**src/rtl/par_bus_pkg.sv**
```systemverilog
// par_bus_pkg: shared FSM state types and default sync words for the parallel bus transceiver
package par_bus_pkg;
  typedef enum logic [1:0] {SYNC1, SYNC2, DONE} sync_state_t;
  typedef enum logic [1:0] {IDLE, WAIT_LOW, WAIT_HIGH} tx_state_t;
  localparam logic [7:0] DEF_SYNC_WORD1 = 8'hB8;
  localparam logic [7:0] DEF_SYNC_WORD2 = 8'h8B;
endpackage

```
**src/rtl/par_bus_fifo.sv**
```systemverilog
// par_bus_fifo: single-clock show-ahead FIFO; push on full is accepted only alongside a pop
module par_bus_fifo #(
  parameter int DATA_W = 8,
  parameter int DEPTH = 16
) (
  input  logic                     clk,
  input  logic                     reset,
  input  logic                     push,
  input  logic                     pop,
  input  logic [DATA_W-1:0]        din,
  output logic [DATA_W-1:0]        dout,
  output logic                     full,
  output logic                     empty,
  output logic [$clog2(DEPTH):0]   count
);
  localparam int AW = $clog2(DEPTH);
  localparam logic [AW:0] ONE = 1;
  logic [DATA_W-1:0] mem [DEPTH];
  logic [AW:0] wr_ptr, rd_ptr;
  logic do_push, do_pop;
  assign count = wr_ptr - rd_ptr;
  assign empty = count == '0;
  assign full = count[AW];
  assign do_pop = pop & ~empty;
  assign do_push = push & (~full | do_pop);
  assign dout = empty ? '0 : mem[rd_ptr[AW-1:0]];
  always_ff @(posedge clk) begin
    if (!reset) begin
      wr_ptr <= '0;
      rd_ptr <= '0;
    end else begin
      if (do_push) wr_ptr <= wr_ptr + ONE;
      if (do_pop) rd_ptr <= rd_ptr + ONE;
    end
  end
  always_ff @(posedge clk) if (do_push) mem[wr_ptr[AW-1:0]] <= din;
endmodule

```
**src/rtl/par_bus_transceiver.sv**
```systemverilog
// par_bus_transceiver: synchronised master-clocked parallel bus with sync handshake and RX/TX FIFOs
module par_bus_transceiver import par_bus_pkg::*; #(
  parameter int DATA_W = 8,
  parameter int RX_DEPTH = 16,
  parameter int TX_DEPTH = 16,
  parameter logic [DATA_W-1:0] SYNC_WORD1 = DATA_W'(DEF_SYNC_WORD1),
  parameter logic [DATA_W-1:0] SYNC_WORD2 = DATA_W'(DEF_SYNC_WORD2),
  parameter int SYNC_STAGES = 2
) (
  input  logic                          clk,
  input  logic                          reset,
  input  logic                          desync,
  input  logic                          bus_clk,
  input  logic                          bus_rnw,
  input  logic [DATA_W-1:0]             bus_data_in,
  output logic [DATA_W-1:0]             bus_data_out,
  output logic                          bus_data_oe,
  output logic [DATA_W-1:0]             rx_data,
  output logic                          rx_valid,
  input  logic                          rx_ready,
  input  logic [DATA_W-1:0]             tx_data,
  input  logic                          tx_valid,
  output logic                          tx_ready,
  output logic                          synced,
  output logic                          rx_overflow,
  output logic [$clog2(RX_DEPTH):0]     rx_count,
  output logic [$clog2(TX_DEPTH):0]     tx_count
);
  logic [SYNC_STAGES-1:0] clk_sr, rnw_sr;
  logic [DATA_W-1:0] data_sr [SYNC_STAGES];
  logic bus_clk_s, rnw_s, clk_d, wr_ev, push_q, push_next;
  logic [DATA_W-1:0] data_s, data_q, push_data, hold, tx_dout;
  sync_state_t sync_state, sync_next;
  tx_state_t tx_state, tx_next;
  logic hold_valid, tx_pop, drive, sent, rx_full, rx_empty, rx_pop, tx_full, tx_empty;
  assign bus_clk_s = clk_sr[SYNC_STAGES-1];
  assign rnw_s = rnw_sr[SYNC_STAGES-1];
  assign data_s = data_sr[SYNC_STAGES-1];
  assign synced = sync_state == DONE;
  assign rx_valid = ~rx_empty;
  assign rx_pop = rx_valid & rx_ready;
  assign tx_ready = reset & (~tx_full | tx_pop);
  always_ff @(posedge clk) begin
    if (!reset) begin
      clk_sr <= '0;
      rnw_sr <= '0;
      data_sr <= '{default: '0};
      clk_d <= 1'b0;
      wr_ev <= 1'b0;
      data_q <= '0;
    end else begin
      clk_sr <= {clk_sr[SYNC_STAGES-2:0], bus_clk};
      rnw_sr <= {rnw_sr[SYNC_STAGES-2:0], bus_rnw};
      data_sr[0] <= bus_data_in;
      for (int i = 1; i < SYNC_STAGES; i++) data_sr[i] <= data_sr[i-1];
      clk_d <= bus_clk_s;
      wr_ev <= bus_clk_s & ~clk_d & ~rnw_s;
      data_q <= data_s;
    end
  end
  // Handshake words are consumed here; only words arriving while already synced reach the FIFO.
  always_comb begin
    sync_next = desync ? SYNC1 : !wr_ev ? sync_state : sync_state == DONE ? DONE :
                (sync_state == SYNC2 && data_q == SYNC_WORD2) ? DONE :
                data_q == SYNC_WORD1 ? SYNC2 : SYNC1;
    push_next = ~desync & wr_ev & (sync_state == DONE);
  end
  always_ff @(posedge clk) begin
    if (!reset) begin
      sync_state <= SYNC1;
      push_q <= 1'b0;
      push_data <= '0;
      rx_overflow <= 1'b0;
    end else begin
      sync_state <= sync_next;
      push_q <= push_next;
      push_data <= data_q;
      rx_overflow <= desync ? 1'b0 : rx_overflow | (push_q & rx_full & ~rx_pop);
    end
  end
  // Losing rnw mid-transfer keeps hold_valid so the same word is resent next read phase.
  always_comb begin
    tx_next = tx_state;
    tx_pop = 1'b0;
    drive = 1'b0;
    sent = 1'b0;
    case (tx_state)
      IDLE: begin
        tx_next = (rnw_s && (hold_valid || !tx_empty)) ? WAIT_LOW : IDLE;
        tx_pop = rnw_s & ~hold_valid & ~tx_empty;
      end
      WAIT_LOW: begin
        tx_next = !rnw_s ? IDLE : !bus_clk_s ? WAIT_HIGH : WAIT_LOW;
        drive = rnw_s & ~bus_clk_s;
      end
      WAIT_HIGH: begin
        tx_next = (!rnw_s || bus_clk_s) ? IDLE : WAIT_HIGH;
        sent = rnw_s & bus_clk_s;
      end
      default: tx_next = IDLE;
    endcase
  end
  always_ff @(posedge clk) begin
    if (!reset) begin
      tx_state <= IDLE;
      hold <= '0;
      hold_valid <= 1'b0;
      bus_data_out <= '0;
      bus_data_oe <= 1'b0;
    end else begin
      tx_state <= tx_next;
      if (tx_pop) hold <= tx_dout;
      hold_valid <= tx_pop ? 1'b1 : sent ? 1'b0 : hold_valid;
      if (drive) bus_data_out <= hold;
      bus_data_oe <= rnw_s;
    end
  end
  par_bus_fifo #(.DATA_W(DATA_W), .DEPTH(RX_DEPTH)) u_rx_fifo (
    .clk(clk), .reset(reset), .push(push_q), .pop(rx_pop), .din(push_data),
    .dout(rx_data), .full(rx_full), .empty(rx_empty), .count(rx_count)
  );
  par_bus_fifo #(.DATA_W(DATA_W), .DEPTH(TX_DEPTH)) u_tx_fifo (
    .clk(clk), .reset(reset), .push(tx_valid & tx_ready), .pop(tx_pop), .din(tx_data),
    .dout(tx_dout), .full(tx_full), .empty(tx_empty), .count(tx_count)
  );
endmodule

```
**config.mk**
```make
export PLATFORM = sky130hd
export DESIGN_NAME = par_bus_transceiver
export DESIGN_NICKNAME = d
export VERILOG_FILES = /design/src/rtl/par_bus_pkg.sv /design/src/rtl/par_bus_fifo.sv /design/src/rtl/par_bus_transceiver.sv
export SDC_FILE = /design/constraint.sdc
export NUM_CORES = 1
export LEC_CHECK = 0
export ABC_AREA = 0
export BUFFER_PORTS_ARGS = -buffer_cell sky130_fd_sc_hd__buf_2
export CORE_UTILIZATION = 62
export DETAILED_ROUTE_END_ITERATION = 16
export PLACE_DENSITY_LB_ADDON = 0.15
export SETUP_SLACK_MARGIN = 0.02
export SLEW_MARGIN = 20
export SYNTH_ARGS = -nofsm -noshare
export SYNTH_HDL_FRONTEND = slang
export SYNTH_SLANG_ARGS = --single-unit
```
**constraint.sdc**
```tcl
create_clock -name clk -period 6.2 [get_ports clk]
set_input_delay 0.93 -clock clk [delete_from_list [all_inputs] [get_ports clk]]
set_output_delay 0.93 -clock clk [all_outputs]
set_load 0.03 [all_outputs]
```
==> flow_summary.toml <==
[status]
status = "finished, final reports clean"

[sta]
hold_viol = 0
finalSetupViolations = 0
rsz0062_at_grt = "false"
skew_ns = 0.00911
setup_ws_ns = 1.74
slew_violations = 0
max_slew.worst_pin.slew_ns = 1.07
fin_crit_sh_pct = 71.9
setup-tns-final_ns = 0
relSlewSlack_pct = 28.5
period_minus_slack_ns = 4.46
max_freq_mhz = 224
hold_ws_ns = 0.400

[synth]
ys_types = 47
yosys_warnings = 0
ys_ff_latch = 342
synth_fp_nets = 812
synth_edf_count = 256
synth_cells = 769
syn-cell-area_sq_um = 13200
seq_area_frac_synth_pct = 71.4
synth_ff_type = "edfxtp_1"
ys_async_sr_fraction_pct = 0
avgSynthCellArea_sq_um = 17.1

[cells_and_area]
diodes = 0
drive_gt1_share_pct = 23.3
final_common_cell = "edfxtp_1"
final_cell_mix = "256 x edfxtp_1, 83 x dfxtp_1, 72 x mux4_2"
area_growth_pct = 11.9
post-route-util_pct = 71.8
stdcell_area_sq_um = 14800
finalNetCount = 867
seq_area_sq_um = 9410
multi_input_area_sq_um = 3560
fin_cells = 1119
fillers = 1330

[clock_tree]
clock_tree.root_cell = "clkbuf_16"
cts-resized-gates = 0
clockBufferDepth = 3
cts_sinks = 342
cts_setup_buffers = 0
holdBufCountCts = 0
clkLatencyLatePin_ns = 0.50
clk_pin_slew_ns = 0.06
cts_inserted_buffers = 34
h-tree-depth = 2
cts_tree = "built"

[power]
combPwrFrac_pct = 15.1
switching_share_pct = 25.3
netSwitchingPower_mw = 1.34
p_per_area_nw_per_um2 = 358
seq_power_share_pct = 47.7
total_power_mw = 5.29
leakage_nw = 4.70
power_frac_clock_pct = 37.1
ir_drop_mv = 0.453
p_int_mw = 3.95

[detailed_routing]
drt_iter0_drc = 598
drt-wirelength-per-cell_um = 23.2
drc = 0
via_per_inst = 6.18
drt_wl_total_um = 26000
firstDrtPassIters = 4
antenna_left = 0
num_vias = 6913

[grt]
antenna_found_initial = 0
grt_pass1_wl_um = 40500
grt_max_degree = 53
overflow = 0
first_global_vias = 6995
grtUsageTotal_pct = 25.2

[critical_path]
cp.arrival_ns = 3.53
start_kind = "register"
crit_type = "reg2out"
crit_chain = "inv_1, ha_1, inv_1, fa_1, a21o_1, a21oi_2, xor2_2, inv_1, a2111oi_4, nor2b_1, buf_2"
crit_fanout = 16
slowest_delay_ns = 0.79
crit_family = "compound AO/OA/AOI/OAI gates"
crit_required_ns = 5.27
crit_buf_inv = 4
slowest_stage = "a2111oi_4"
cp_common_cell = "inv_1"
endpoint_kind = "primary output"

[floorplanning]
io_pins = 54
die_h_um = 148
core_sq_um = 20600
dieArea_sq_um = 21900
start_util_pct = 64.1
rows = 52
die_x_um = 148

[place]
dp_cells = 1058
gp_congestion = 0.825
preCtsSetupSlack_ns = 2.04
dpl-instance-area_sq_um = 13700
portBuffers = 53
hpwl_um = 16700

[min_path]
min_path_type = "reg2reg"

[run]
cap_violations = 0
## state kept, by name, summed over array words and instances (netlist names), 2 cells and up, named ones only
register and cells:
u_rx_fifo.mem 128, u_tx_fifo.mem 128, bus_data_out 8, data_q 8, data_s 8, data_sr 8
hold 8, push_data 8, u_rx_fifo.rd_ptr 5, u_rx_fifo.wr_ptr 5, u_tx_fifo.rd_ptr 5, u_tx_fifo.wr_ptr 5
clk_sr 2, rnw_sr 2, sync_state 2, tx_state 2
## final timing paths
path | startpoint | to | slack [ns] | cells past startpoint
max | u_rx_fifo.wr_ptr[0]$_SDFFE_PN0P_ | rx_data[7] | 1.74 | 11
min | clk_d$_SDFF_PN0_ | wr_ev$_SDFF_PN0_ | 0.40 | 1
max reg2reg | u_tx_fifo.rd_ptr[1]$_SDFFE_PN0P_ | u_tx_fifo.mem[0][2]$_DFFE_PP_ | 2.18 | 8
min reg2reg | clk_d$_SDFF_PN0_ | wr_ev$_SDFF_PN0_ | 0.40 | 1
## final cells by class
class	instances	area share, %
sequential	342	63.8
clock inverter	16	0.712
inverter	22	0.559
tap	270	2.29
multi-input combinational	368	24.1
clock buffer	45	6.61
timing repair buffer	56	1.95
## layer usage
metal  wire (um)  vias up  share of wire, %  track usage [%]
li1            -     3062                 -                -
met1       11500     3537                44             37.8
met2       12300      274                47             38.6
met3        1790       40               6.9             4.66
met4         394        0               1.5             6.49
met5           0        -                 0                0
## power groups by stage
stage | clock network [mW] | registers [mW] | logic, mW
2_1_floorplan | 0 | 2.55 | 0.648
3_3_place_gp | 0 | 2.57 | 0.785
3_5_place_dp | 0 | 2.57 | 0.810
4_1_cts | 1.99 | 2.53 | 0.813
5_1_grt | 2.08 | 2.53 | 0.862
6_report | 1.96 | 2.53 | 0.801
## cell usage after synthesis, types with 2 or more instances
master	number	area share, %
edfxtp_1	256	58
nand4b_1	2	0.13
nor2_1	46	1.3
o21a_1	2	0.11
clkbuf_1	21	0.60
or3_1	16	0.76
fa_1	2	0.30
mux4_2	72	12
buf_4	6	0.34
nand3_1	5	0.19
buf_2	5	0.19
mux2i_1	13	0.99
buf_1	4	0.11
or4_1	2	0.11
dfxtp_1	86	13
xor2_1	5	0.33
ha_1	18	1.7
a21oi_1	21	0.80
nand2b_1	11	0.52
xnor2_1	6	0.40
a211oi_1	2	0.11
nand2_1	33	0.94
nor4_1	3	0.14
a21o_1	2	0.11
nor3_1	14	0.53
and2_1	37	1.8
o21ai_0	7	0.27
o22ai_1	16	0.76
a21oi_2	2	0.13
nand4_1	7	0.33
inv_1	21	0.60
nor2b_1	10	0.47
o211ai_1	2	0.11
## logic make-up (layout without fill, tap and decap cells)
logic type / count (synthesis) / in the layout / synth area share, %
AND/OR/NAND/NOR: 188 / 188 / 7.33
XOR/XNOR: 13 / 13 / 0.977
multiplexers: 85 / 85 / 13.3
buffers and inverters: 59 / 139 / 1.95
adder cells (fa/ha/maj): 20 / 20 / 2.01
AO/OA/AOI/OAI: 62 / 62 / 3.08
flip-flops: 342 / 342 / 71.4
No activity file was read; power rests on OpenSTA's default activity.
